**config.mk**
```make
export PLATFORM = sky130hd
export DESIGN_NAME = traffic_signal_monitor
export DESIGN_NICKNAME = d
export VERILOG_FILES = /design/src/rtl/traffic_signal_monitor.sv
export SDC_FILE = /design/constraint.sdc
export NUM_CORES = 1
export LEC_CHECK = 0
export ABC_CLOCK_PERIOD_IN_PS = 2000
export CAP_MARGIN = 30
export CORE_MARGIN = 5
export CORE_UTILIZATION = 54
export CTS_BUF_LIST = sky130_fd_sc_hd__clkbuf_4
export CTS_CLUSTER_SIZE = 14
export DETAILED_ROUTE_END_ITERATION = 10
export PLACE_DENSITY = 0.77
export REMOVE_ABC_BUFFERS = 1
export SYNTH_ARGS = -nofsm -noshare
export SYNTH_HDL_FRONTEND = slang
export SYNTH_SLANG_ARGS = --single-unit
```
**constraint.sdc**
```tcl
create_clock -name clock -period 2 [get_ports clock]
set_input_delay 0.4 -clock clock [delete_from_list [all_inputs] [get_ports clock]]
set_output_delay 0.4 -clock clock [all_outputs]
set_load 0.1 [all_outputs]
```
**src/rtl/traffic_signal_monitor.sv**
```systemverilog
// Passive conflict monitor for the highway/country signal heads.
// Flags unsafe or illegal light behaviour, latches the first fault code and counts violating cycles.
module traffic_signal_monitor #(
    parameter int MIN_YELLOW = 3,
    parameter int MIN_ALLRED = 2,
    parameter int MAX_WAIT   = 64,
    parameter int CW         = 8
) (
    input  logic       clock,
    input  logic       clear,
    input  logic [1:0] hwy,
    input  logic [1:0] cntry,
    input  logic       X,
    input  logic       ack,
    output logic       fault,
    output logic [2:0] fault_code,
    output logic [7:0] viol_count
);

    localparam logic [1:0] RED = 2'd0;
    localparam logic [1:0] YEL = 2'd1;
    localparam logic [1:0] GRN = 2'd2;
    localparam logic [1:0] BAD = 2'd3;

    localparam logic [CW-1:0] CNT_MAX   = '1;
    localparam logic [CW-1:0] ONE       = CW'(1);
    localparam logic [CW-1:0] MIN_YEL_C = CW'(MIN_YELLOW);
    localparam logic [CW-1:0] MIN_AR_C  = CW'(MIN_ALLRED);
    localparam logic [CW-1:0] WAIT_LIM  = CW'(MAX_WAIT);

    logic [1:0]    prev_hwy_q, prev_hwy_d;
    logic [1:0]    prev_cntry_q, prev_cntry_d;
    logic [CW-1:0] yel_hwy_q, yel_hwy_d;
    logic [CW-1:0] yel_cntry_q, yel_cntry_d;
    logic [CW-1:0] allred_q, allred_d;
    logic [CW-1:0] wait_q, wait_d;
    logic          primed_q, primed_d;
    logic          fault_q, fault_d;
    logic [2:0]    code_q, code_d;
    logic [7:0]    viol_q, viol_d;

    logic [6:1]    viol;
    logic [2:0]    win_code;
    logic          wait_inc;

    function automatic logic [CW-1:0] sat_inc(input logic [CW-1:0] v);
        return (v == CNT_MAX) ? v : v + ONE;
    endfunction

    // Only G->R, Y->G and R->Y are transition faults; illegal encodings are reported by their own check.
    function automatic logic bad_step(input logic [1:0] p, input logic [1:0] n);
        return (p == GRN && n == RED) || (p == YEL && n == GRN) || (p == RED && n == YEL);
    endfunction

    always_comb begin
        prev_hwy_d   = hwy;
        prev_cntry_d = cntry;
        primed_d     = 1'b1;
        yel_hwy_d    = (hwy == YEL) ? sat_inc(yel_hwy_q) : '0;
        yel_cntry_d  = (cntry == YEL) ? sat_inc(yel_cntry_q) : '0;
        allred_d     = (hwy == RED && cntry == RED) ? sat_inc(allred_q) : '0;
        wait_inc     = X && (cntry != GRN);
        wait_d       = '0;
        if (wait_inc) begin
            wait_d = (wait_q < WAIT_LIM) ? sat_inc(wait_q) : wait_q;
        end

        viol    = '0;
        viol[1] = (hwy != RED) && (cntry != RED);
        viol[2] = (hwy == BAD) || (cntry == BAD);
        viol[3] = primed_q && (bad_step(prev_hwy_q, hwy) || bad_step(prev_cntry_q, cntry));
        viol[4] = (prev_hwy_q == YEL && hwy == RED && yel_hwy_q < MIN_YEL_C) ||
                  (prev_cntry_q == YEL && cntry == RED && yel_cntry_q < MIN_YEL_C);
        viol[5] = primed_q && (allred_q < MIN_AR_C) &&
                  ((prev_hwy_q == RED && hwy == GRN) || (prev_cntry_q == RED && cntry == GRN));
        viol[6] = wait_inc && (wait_q < WAIT_LIM) && (wait_q + ONE == WAIT_LIM);

        win_code = 3'd0;
        for (int k = 6; k >= 1; k--) begin
            if (viol[k]) win_code = 3'(k);
        end

        fault_d = fault_q;
        code_d  = code_q;
        viol_d  = viol_q;
        if (|viol) begin
            if (!fault_q || ack) begin
                fault_d = 1'b1;
                code_d  = win_code;
            end
            if (viol_q != 8'hFF) viol_d = viol_q + 8'd1;
        end else if (ack) begin
            fault_d = 1'b0;
            code_d  = 3'd0;
        end
    end

    always_ff @(posedge clock or negedge clear) begin
        if (!clear) begin
            prev_hwy_q   <= RED;
            prev_cntry_q <= RED;
            yel_hwy_q    <= '0;
            yel_cntry_q  <= '0;
            allred_q     <= '0;
            wait_q       <= '0;
            primed_q     <= 1'b0;
            fault_q      <= 1'b0;
            code_q       <= 3'd0;
            viol_q       <= 8'd0;
        end else begin
            prev_hwy_q   <= prev_hwy_d;
            prev_cntry_q <= prev_cntry_d;
            yel_hwy_q    <= yel_hwy_d;
            yel_cntry_q  <= yel_cntry_d;
            allred_q     <= allred_d;
            wait_q       <= wait_d;
            primed_q     <= primed_d;
            fault_q      <= fault_d;
            code_q       <= code_d;
            viol_q       <= viol_d;
        end
    end

    assign fault      = fault_q;
    assign fault_code = code_q;
    assign viol_count = viol_q;

endmodule

```
### Word level (Yosys, flattened, before mapping)

Index checks and enable logic that the tools add are counted.

* mux-type cells: 21
* order comparisons: 4
* eq/ne operators: 23
* reductions and logical operators: 41
* add/sub/neg operators: 5

Operator list (number)
* $mux W8: 9
* $add A8 B1 Y8 const B: 5
* $eq A8 B8 Y1 const B: 4
* $mux W3: 9
* $lt A8 B2 Y1 const B: 3
* $logic_and A1 B1 Y1: 20
* $eq A2 B2 Y1 const B: 6
* $ne A2 B2 Y1 const B: 5
* $logic_or A1 B1 Y1: 9
* $eq A2 B1 Y1 const B: 4
* $eq A8 B7 Y1 const B: 1
* $logic_not A2 Y1: 4
* $lt A8 B7 Y1 const B: 1
* $ne A8 B8 Y1 const B: 1
* $reduce_and A2 Y1: 3
* $reduce_bool A2 Y1: 3
* $reduce_or A6 Y1: 1
* $ne A2 B1 Y1 const B: 2
* $mux W1: 3
* $logic_not A1 Y1: 1

* bits of input ports: 8
* register bits: 49
* output and inout port bits: 12

### Longest topological paths before layout

* depth in word-level cells: 12
* depth in mapped cells: 8

### Least setup slack after synthesis

Ideal clock, no wire load.

* path type: reg2reg
* start point: reg viol_q[0], in the netlist viol_count[0]
* end point: reg viol_q[1], in the netlist viol_count[1]
* cell stages (with the launch flop): 6
* setup slack: -257 ps
* arrival time: 2131 ps
* buffers on the path: 0
* cells stage by stage: dfrtp_1 > ha_1 > and3_1 > nand3_1 > o21ai_1 > mux2_2

* cells in the longest elaborated chain, start to end: 2
* elaborated cells on any way between the ends: 3

Ends and longest elaborated chain
* from (decl): line 40 `logic [7:0] viol_q, viol_d;`
* from (signal assigned): line 120 `viol_q <= viol_d;`
* branches (longest 2 deep; another with $add A8 B1 Y8)

Several ways; the timed one is not identified.
A chain may end at the register's enable or synchronous reset.

### Final worst setup path

* start point: reg prev_hwy_q[0]
* end point: reg code_q[2], in the netlist fault_code[2]

* cells in the longest elaborated chain, start to end: 11
* elaborated cells on any way between the ends: 27

Ends and longest elaborated chain
* from (decl): line 31 `logic [1:0] prev_hwy_q, prev_hwy_d;`
* from (signal assigned): line 111 `prev_hwy_q <= prev_hwy_d;`
* $logic_not A2 Y1 (tied with other cells): line 52, 75
* $logic_and A1 B1 Y1 (on tied branches): line 75, 52
* $logic_or A1 B1 Y1 (on tied branches): line 75, 52
* $logic_and A1 B1 Y1 or $logic_or A1 B1 Y1 (tied branches): line 74, 52
* $mux W3 or $logic_or A1 B1 Y1 (tied branches): line 80, 71
* $mux W3 or $logic_and A1 B1 Y1 (tied branches): line 80, 71
* $mux W3 (3 in a row): line 80 `if (viol[k]) win_code = 3'(k);`
* $mux W3: line 87 `if (!fault_q || ack) begin`
* $mux W3: line 86 `if (|viol) begin`
* to (signal assigned): line 119 `code_q <= code_d;`
* to (decl): line 39 `logic [2:0] code_q, code_d;`

Parallel ways exist; a longest one is shown, timed or not. The select of a mux whose other input is x is not followed.

==> impl_metrics.json <==
{
  "pwr-share-seq": 0.426,
  "leakage_nw": 1.46,
  "crit_chain": "nor2b_1 > and3b_1 > o41ai_4 > o21ai_2 > buf_4 > a211o_1 > o21ai_1",
  "drive_above_1_share": 0.204,
  "utilization": 0.675,
  "grt_pass1_wl_um": 8830,
  "drtPass1Iterations": 4,
  "clkSinkCount": 49,
  "routed_wl_um": 5250,
  "swShare": 0.442,
  "clock_skew_ns": 0.00324,
  "cp-start-kind": "flip-flop",
  "crit_slowest_cell": "dfrtp_1",
  "syn_avg_cell_area_um2": 9.58,
  "antenna_cells": 0,
  "nets": 331,
  "avgRoutedWirePerCell_um": 14.1,
  "htreeDepth": 2,
  "cellPowerDensity_nw_per_um2": 904,
  "dp_hpwl_um": 3710,
  "crit_family": "compound AO/OA/AOI/OAI gates",
  "grt_util_all_layers": 0.178,
  "clockRootBuffer": "clkbuf_4",
  "pwr-share-comb": 0.418,
  "yosysUniqueCellTypes": 45,
  "seq_area_frac_synth": 0.474,
  "dominantRegCellSynth": "dfrtp_1",
  "report.final.slew_viol_count": 0,
  "pwr-share-clk": 0.156,
  "placed_area_um2": 3010,
  "drt_iter0_markers": 173,
  "synth-edff-count": 0,
  "fin_setup_tns_ns": 0,
  "ioPinCount": 20,
  "die_h_um": 79.2,
  "cts_inserted_buffers": 5,
  "start_util": 0.551,
  "viasPerCell": 5.62,
  "drc_errors": 0,
  "drv_cap": 0,
  "port_buffers": 19,
  "end_kind": "flip-flop",
  "grt_pass1_vias": 1990,
  "clk_pin_slew_ns": 0.14,
  "final_cells": 372,
  "ys.warnings.count": 0,
  "vdd_drop_max_mv": 1.10,
  "max_clock_freq_mhz": 524,
  "critical_path_class": "flip-flop to flip-flop",
  "clk_latency_ns": 0.36,
  "final-hold-violation-count": 0,
  "post-route-min-period_ns": 1.91,
  "path_buf_inv": 1,
  "cts_tree": "done",
  "coreArea_um2": 4690,
  "cp_data_required_time_ns": 2.30,
  "arrival_ns": 2.21,
  "final_min_period_over_clock_period": 0.953,
  "power.internal_mw": 1.60,
  "synth_seq_cells": 49,
  "power.total_mw": 2.87,
  "dieArea_um2": 6280,
  "dpl.cell_count": 362,
  "cp_max_fo": 10,
  "design_area_um2": 3170,
  "syn2layout_area_growth_pct": 22.5,
  "place_congestion": 0.819,
  "syn_inst": 270,
  "setup_viol": 0,
  "cts_buffer_depth": 2,
  "syn_area_um2": 2590,
  "power_switching_mw": 1.27,
  "hp-class": "primary input to flip-flop",
  "num_rows": 25,
  "die_x_um": 79.2,
  "critPathMaxStageDelay_ns": 0.42,
  "ant_nets": 0,
  "grt_overflow": 0,
  "grt_max_degree": 50,
  "num_vias": 2092,
  "antenna_found_initial": 0,
  "synthArstFlopShare": 1.00,
  "status": "finished clean"
}
[registers in the layout, indices dropped and copies added, names as in the netlist]
name and flops:
fault_code 3, wait_q 8, allred_q 8, prev_hwy_q 2, yel_hwy_q 8, prev_cntry_q 2, primed_q 1, viol_count 8
fault 1, yel_cntry_q 8
[metrics by stage]
stage,hold WS (ns),setup WS [ns]
6_report,0.269,0.0934
2_1_floorplan,0.104,-0.258
3_5_place_dp,0.410,-0.437
4_1_cts,0.515,0.0138
3_3_place_gp,0.408,-0.413
5_1_grt,0.265,-0.0181
[logic make-up (layout without fill, tap and decap cells)]
| kind of cell | Yosys count | in the layout | share of synthesized area |
|---|---|---|---|
| other cells | 1 | 1 | 0.00145 |
| compound gates | 39 | 39 | 0.0972 |
| flops | 49 | 49 | 0.474 |
| mux | 8 | 8 | 0.0319 |
| simple gates | 130 | 130 | 0.256 |
| buf+inv | 12 | 60 | 0.0261 |
| fa+ha+maj | 6 | 6 | 0.0290 |
| xor+xnor | 25 | 25 | 0.0846 |
[layout by cell type (no fill, tap or decap), types with 3 or more instances in the layout]
cell,count
dfrtp_1,49
nand2b_1,6
o21ai_0,7
and3_1,11
o21ai_1,8
nor4_1,3
nor4b_2,3
nor2b_1,5
nand3_1,18
nand2_1,18
ha_1,4
a21oi_1,4
clkbuf_4,5
a31oi_1,3
nand4_1,8
xor2_1,9
a211oi_1,3
nor2_1,37
inv_1,3
dlymetal6s2s_1,4
mux2i_1,6
xnor2_1,16
buf_12,4
nor3_1,10
buf_4,35
[area by class of cell]
cell class | instances | area (um^2)
Fill cell | 370 | 1520
Multi-Input combinational cell | 209 | 1360
Sequential cell | 49 | 1230
Timing Repair Buffer | 49 | 450
Tap cell | 54 | 67.6
Clock buffer | 5 | 37.5
Clock inverter | 3 | 12.5
Inverter | 3 | 11.3
[power by group through the flow]
| stage | registers, mW | logic (mW) | clock network [mW] |
|---|---|---|---|
| after floorplan | 1.80 | 0.227 | 0 |
| after global placement | 1.24 | 1.16 | 0 |
| after detailed placement | 1.24 | 1.18 | 0 |
| after CTS | 1.22 | 1.18 | 0.454 |
| after global routing | 1.25 | 1.26 | 0.500 |
| final | 1.22 | 1.20 | 0.446 |
[what timing repair did]
| item | 4_1_cts | 5_1_grt |
|---|---|---|
| hold buffers | 1 | 0 |
| endpoints found under the hold margin | 9 | 0 |
| pin swaps | 0 | 6 |
| gates resized for setup | 5 | 16 |
| setup endpoints to repair | 8 | 11 |
| setup buffers | 0 | 1 |
[cell usage after synthesis (2+ instances only)]
cell type | count | area [um^2]
a211oi_1 | 3 | 22.5
a21oi_1 | 6 | 30.0
a31oi_1 | 3 | 18.8
and3_1 | 11 | 68.8
buf_1 | 2 | 7.51
buf_2 | 3 | 15.0
buf_6 | 2 | 22.5
dfrtp_1 | 49 | 1230
ha_1 | 6 | 75.1
inv_1 | 3 | 11.3
mux2_2 | 2 | 22.5
mux2i_1 | 6 | 60.1
nand2_1 | 18 | 67.6
nand2b_1 | 6 | 37.5
nand3_1 | 18 | 90.1
nand3b_1 | 2 | 15.0
nand4_1 | 8 | 50.1
nor2_1 | 37 | 139
nor2b_1 | 5 | 31.3
nor3_1 | 10 | 50.1
nor4_1 | 4 | 25.0
nor4b_1 | 4 | 35.0
o21ai_0 | 8 | 40.0
o21ai_1 | 8 | 40.0
o21bai_1 | 2 | 15.0
o2bb2ai_1 | 2 | 17.5
xnor2_1 | 16 | 140
xor2_1 | 9 | 78.8
[path summary, 6_finish.rpt]
path,depth (start not counted),slack (ns),end,startpoint
worst min register to register,1,0.52,viol_count[4],viol_count[4]
worst max register to register,7,0.09,fault_code[2],prev_hwy_q[0]
worst min-delay path,1,0.27,prev_hwy_q[1],hwy[1]
min in group asynchronous,3,0.54,allred_q[4],clear
max in group asynchronous,3,1.24,viol_count[2],clear
worst max-delay path,7,0.09,fault_code[2],prev_hwy_q[0]
[layer usage]
layer / wire, um / GRT usage / part of all wire
met1: 2430 / 0.234 / 0.46
met2: 2590 / 0.296 / 0.49
met3: 173 / 0.0454 / 0.033
met4: 49 / 0.0395 / 0.0093
met5: 0 / 0 / 0
No activity file was read; power rests on OpenSTA's default activity.
